$ cat src/rtl/afifo_rd_packer.sv
// rtl/afifo_rd_packer.sv - packs narrow fast-read FIFO entries into wide words with lane enables
// Partial words leave on an idle timeout or a flush request so trailing bytes are never stranded.
module afifo_rd_packer #(
  parameter int IN_W  = 8,
  parameter int OUT_W = 32,
  parameter int TMO_W = 8
) (
  input  logic                     rd_clk,
  input  logic                     rd_reset,
  input  logic                     fifo_empty,
  input  logic [IN_W-1:0]          fifo_rd_data,
  output logic                     fifo_rd_en,
  input  logic [TMO_W-1:0]         cfg_tmo,
  input  logic                     flush_req,
  output logic                     out_valid,
  input  logic                     out_ready,
  output logic [OUT_W-1:0]         out_data,
  output logic [OUT_W/IN_W-1:0]    out_be,
  output logic                     busy
);

  localparam int N   = OUT_W / IN_W;
  localparam int LCW = $clog2(N);
  localparam logic [LCW-1:0] LAST_LANE = LCW'(N - 1);

  typedef enum logic [1:0] {S_IDLE = 2'd0, S_FILL = 2'd1, S_HOLD = 2'd2} state_t;

  state_t           r_state;
  state_t           w_state_nxt;
  logic [OUT_W-1:0] r_acc_data;
  logic [N-1:0]     r_acc_be;
  logic [LCW-1:0]   r_lane_cnt;
  logic [TMO_W-1:0] r_tmo_cnt;
  logic [OUT_W-1:0] r_out_data;
  logic [N-1:0]     r_out_be;
  logic             r_out_valid;

  logic             w_out_free;
  logic             w_pop;
  logic             w_last;
  logic             w_tmo_hit;
  logic             w_flush;
  logic             w_load;
  logic [OUT_W-1:0] w_acc_data;
  logic [N-1:0]     w_acc_be;

  assign w_out_free = !r_out_valid || out_ready;
  assign w_tmo_hit  = (cfg_tmo != '0) && (r_tmo_cnt == cfg_tmo);

  // Accumulator with the byte popped this cycle already merged in, so a
  // same-cycle flush or completion carries it.
  always_comb begin
    w_acc_data = r_acc_data;
    w_acc_be   = r_acc_be;
    if (w_pop) begin
      w_acc_data[r_lane_cnt*IN_W +: IN_W] = fifo_rd_data;
      w_acc_be[r_lane_cnt]                = 1'b1;
    end
  end

  always_ff @(posedge rd_clk) begin
    if (rd_reset) begin
      r_state <= S_IDLE;
    end else begin
      r_state <= w_state_nxt;
    end
  end

  always_comb begin
    w_state_nxt = r_state;
    case (r_state)
      S_IDLE: begin
        if (w_pop) begin
          w_state_nxt = w_last ? S_IDLE : S_FILL;
        end
      end
      S_FILL: begin
        if (w_last) begin
          w_state_nxt = S_IDLE;
        end else if (w_flush) begin
          w_state_nxt = w_out_free ? S_IDLE : S_HOLD;
        end
      end
      S_HOLD: begin
        if (w_out_free) begin
          w_state_nxt = S_IDLE;
        end
      end
      default: w_state_nxt = S_IDLE;
    endcase
  end

  always_comb begin
    w_pop   = !rd_reset && !fifo_empty && (r_state != S_HOLD) &&
              ((r_lane_cnt != LAST_LANE) || w_out_free);
    w_last  = w_pop && (r_lane_cnt == LAST_LANE);
    w_flush = (r_state == S_FILL) && (flush_req || w_tmo_hit);
    w_load  = w_last || (w_flush && w_out_free) || ((r_state == S_HOLD) && w_out_free);
  end

  always_ff @(posedge rd_clk) begin
    if (rd_reset) begin
      r_acc_data  <= '0;
      r_acc_be    <= '0;
      r_lane_cnt  <= '0;
      r_tmo_cnt   <= '0;
      r_out_data  <= '0;
      r_out_be    <= '0;
      r_out_valid <= 1'b0;
    end else begin
      if (w_load) begin
        r_out_data  <= w_acc_data;
        r_out_be    <= w_acc_be;
        r_out_valid <= 1'b1;
      end else if (out_ready) begin
        r_out_valid <= 1'b0;
      end

      // Clearing on load keeps unfilled lanes of the next partial word at zero.
      if (w_load) begin
        r_acc_data <= '0;
        r_acc_be   <= '0;
        r_lane_cnt <= '0;
      end else if (w_pop) begin
        r_acc_data <= w_acc_data;
        r_acc_be   <= w_acc_be;
        r_lane_cnt <= r_lane_cnt + 1'b1;
      end

      if (w_pop || (r_state == S_IDLE)) begin
        r_tmo_cnt <= '0;
      end else if ((r_state == S_FILL) && (r_tmo_cnt != '1)) begin
        r_tmo_cnt <= r_tmo_cnt + 1'b1;
      end
    end
  end

  assign fifo_rd_en = w_pop;
  assign out_valid  = r_out_valid;
  assign out_data   = r_out_data;
  assign out_be     = r_out_be;
  assign busy       = (r_state != S_IDLE) || r_out_valid;

endmodule

$ cat config.mk
export PLATFORM = sky130hd
export DESIGN_NAME = afifo_rd_packer
export DESIGN_NICKNAME = d
export VERILOG_FILES = /design/src/rtl/afifo_rd_packer.sv
export SDC_FILE = /design/constraint.sdc
export NUM_CORES = 1
export LEC_CHECK = 0
export CORE_MARGIN = 5
export CORE_UTILIZATION = 42
export DETAILED_ROUTE_END_ITERATION = 8
export GPL_TIMING_DRIVEN = 0
export PLACE_DENSITY_LB_ADDON = 0.12
export SYNTH_ARGS = -nofsm -noshare
export SYNTH_HDL_FRONTEND = slang
export SYNTH_SLANG_ARGS = --single-unit
$ cat constraint.sdc
create_clock -name rd_clk -period 2.55 [get_ports rd_clk]
set_input_delay 0.51 -clock rd_clk [delete_from_list [all_inputs] [get_ports rd_clk]]
set_output_delay 0.51 -clock rd_clk [all_outputs]
set_load 0.02 [all_outputs]
==> impl_metrics.py <==
metrics = {
    "logic_synthesis": {
        "synth_edf_count": 0,
        "synth_seq_cells": 85,
        "ys.flop_type": "dfxtp_1",
        "yosys.area.top_type_share": 0.4333,
        "synthTopCellsByArea": "dfxtp_1 (43%), nor2_1 (11%), mux2_2 (9.5%)",
        "yosysSeqAreaShare": 0.4333,
        "synth_top_area_cell": "dfxtp_1",
        "yosysWarningCount": 0,
        "ys_types": 41,
        "syn_inst": 422,
        "synthArstFlopShare": 0,
        "synth_fp_nets": 452,
        "syn_avg_cell_area_sq_um": 9.307,
        "syn_area_sq_mm": 0.003928,
    },
    "timing": {
        "hold_violations": 0,
        "worst_pin_slew_ns": 0.7920,
        "fin_skew_ns": 0.007241,
        "fin_hold_ws_ns": 0.4362,
        "rsz0062_at_grt": "no",
        "drv_slew": 0,
        "period_share": 0.9608,
        "setup_viol": 0,
        "slew_headroom": 0.4709,
        "fmax_ghz": 0.4082,
        "min_period_ns": 2.450,
    },
    "drt": {
        "wirelength_microns": 8278,
        "firstDrtPassIters": 4,
        "wl_per_cell_microns": 13.57,
        "first_iter_violations": 66,
        "vias_per_cell": 4.884,
        "detail-route-antenna-nets": 0,
        "num_vias": 2979,
        "drc": 0,
    },
    "power_and_ir_drop": {
        "peakVddDrop_v": 0.0003609,
        "p_per_area_mw_per_mm2": 556.1,
        "finalPower_mw": 2.747,
        "p_leak_nw": 2.043,
    },
    "worst_hold_path": {
        "hold-path-cell-count": 2,
        "hp-start": "r_acc_be[3]",
        "whs_endpoint": "r_acc_be[3]",
        "hold_class": "reg -> reg",
    },
    "global_routing": {
        "grt_pass1_vias": 3084,
        "antenna_found_initial": 0,
        "grt_max_degree": 14,
        "grt_use_total": 0.1525,
        "grt_overflow": 0,
        "grt_pass1_wl_microns": 14060,
    },
    "run": {
        "max_cap_violations": 0,
    },
    "clock_tree": {
        "htreeDepth": 3,
        "cts_buffers": 9,
        "clk-insertion-delay-late_ns": 0.35,
        "cts.sinks": 85,
        "cts_root_buf": "clkbuf_8",
        "path_clk_slew_ns": 0.08,
        "cts_tree": "yes",
        "cts_buffer_depth": 2,
        "postCtsHoldBufs": 0,
    },
    "worst_setup_path": {
        "crit-reg2reg-launch": "r_lane_cnt[0]",
        "end_kind": "primary output",
        "cp.required_ns": 2.04,
        "cp.arrival_ns": 1.94,
        "critPathMaxFanout": 8,
        "worstRegToRegCells": 8,
        "critPathKind": "in -> out",
        "r2r-end": "out_data[4]",
        "r2r_slack_ns": 0.25,
        "start_kind": "input port",
    },
    "floorplanning": {
        "io_pins": 60,
        "die_x_microns": 106.7,
        "coreArea_sq_mm": 0.009196,
        "fp-row-count": 35,
        "dieArea_sq_mm": 0.01138,
        "die_h_microns": 106.7,
        "start_util": 0.4271,
    },
    "placed_design": {
        "post_dp_cell_area_sq_mm": 0.004657,
        "hpwl_microns": 6155,
        "finalWeightedCongestion": 0.7866,
        "io_buffers": 59,
    },
    "finish": {
        "fillCellCount": 871,
        "n_antenna_cell": 0,
        "final_cell_mix": "nor2_1 (109), dfxtp_1 (84), clkdlybuf4s50_1 (57), nor2b_1 (37)",
        "area_growth_pct": 25.77,
        "final_cell_area_sq_mm": 0.004940,
        "regArea_sq_mm": 0.001703,
        "final_common_cell": "nor2_1",
        "nets": 525,
        "drive_gt1_frac": 0.1423,
        "multi_input_comb_area_sq_mm": 0.002111,
    },
    "status": {
        "status": "finished, final reports clean",
    },
}
## cells in the mapped netlist (all sizes together), types with 4 or more instances
cell / n
nor2: 110
dfxtp: 85
nor2b: 37
mux2: 35
mux2i: 33
nand2b: 13
clkbuf: 11
buf: 10
nand2: 10
ha: 9
xor2: 9
and2: 8
xnor2: 6
a21oi: 5
nand4: 5
inv: 4
nor4: 4
## sequential cells by signal, summed over array words and instances, names as in the netlist
register	flops
r_state	2
r_acc_be	4
out_be	4
r_acc_data	32
r_lane_cnt	2
out_valid	1
out_data	32
r_tmo_cnt	8
## layout make-up
class                      instances  share of cell area
sequential                        85              0.3447
inverter                           4            0.003040
tap                              111             0.02812
multi-input combinational        312              0.4273
clock buffer                      11             0.03065
buffer                            20             0.02102
timing repair buffer              63              0.1259
clock inverter                     4             0.01925
## critical path, cell delays in order
cell and delay (ns):
clkdlybuf4s50_1 0.50, nand3b_1 0.20, and3_1 0.17, buf_2 0.20, dlygate4sd2_1 0.36
## cell families (layout without fill, tap and decap cells)
kind of cell,Yosys count,count (layout),synth area share
and+or+nand+nor,202,202,0.2530
DFF,85,85,0.4333
muxes,68,68,0.1845
buffers and inverters,25,102,0.03122
AOI/OAI and AO/OA,18,18,0.03600
xor gates and xnor gates,15,15,0.03345
adders and majority gates,9,9,0.02867
## metrics by stage
step | setup WS [ns] | TNS [ns] | cells | util
after floorplan | 0.4544 | 0 | 422 | -
after global placement | -0.5940 | -15.19 | 592 | 0.5064
after detailed placement | -0.6003 | -16.07 | 592 | 0.5064
after CTS | 0.006347 | 0 | 608 | 0.5348
after global routing | 0.01719 | 0 | 610 | 0.5371
final | 0.09996 | 0 | 610 | 0.5371
## power by group
part / total (mW) / internal [mW] / leakage [nW] / switching (mW)
logic: 0.245 / 0.105 / 1.23 / 0.140
registers: 1.35 / 1.34 / 0.686 / 0.00897
clock network: 1.15 / 0.697 / 0.125 / 0.456
total: 2.75 / 2.14 / 2.04 / 0.605
## layer usage
layer	track usage	share of wire
met1	0.1915	0.48
met2	0.2545	0.45
met3	0.03672	0.050
met4	0.05479	0.018
met5	0	0
## worst max path at each step
stage	slack (ns)	start	cells after the start	to
2_1_floorplan	0.45	cfg_tmo[1]	6	out_data[10]
3_3_place_gp	-0.59	rd_reset	5	fifo_rd_en
3_5_place_dp	-0.60	rd_reset	5	fifo_rd_en
4_1_cts	0.006	out_ready	5	fifo_rd_en
5_1_grt	0.02	out_ready	5	fifo_rd_en
6_report	0.1	out_ready	5	fifo_rd_en
## what timing repair did
item                       4_1_cts  5_1_grt
setup buffers                    1        3
setup endpoints to repair        1        1
pin swaps                        1        0
gates resized for setup          4        1
Power figures use the tool's default switching activity.
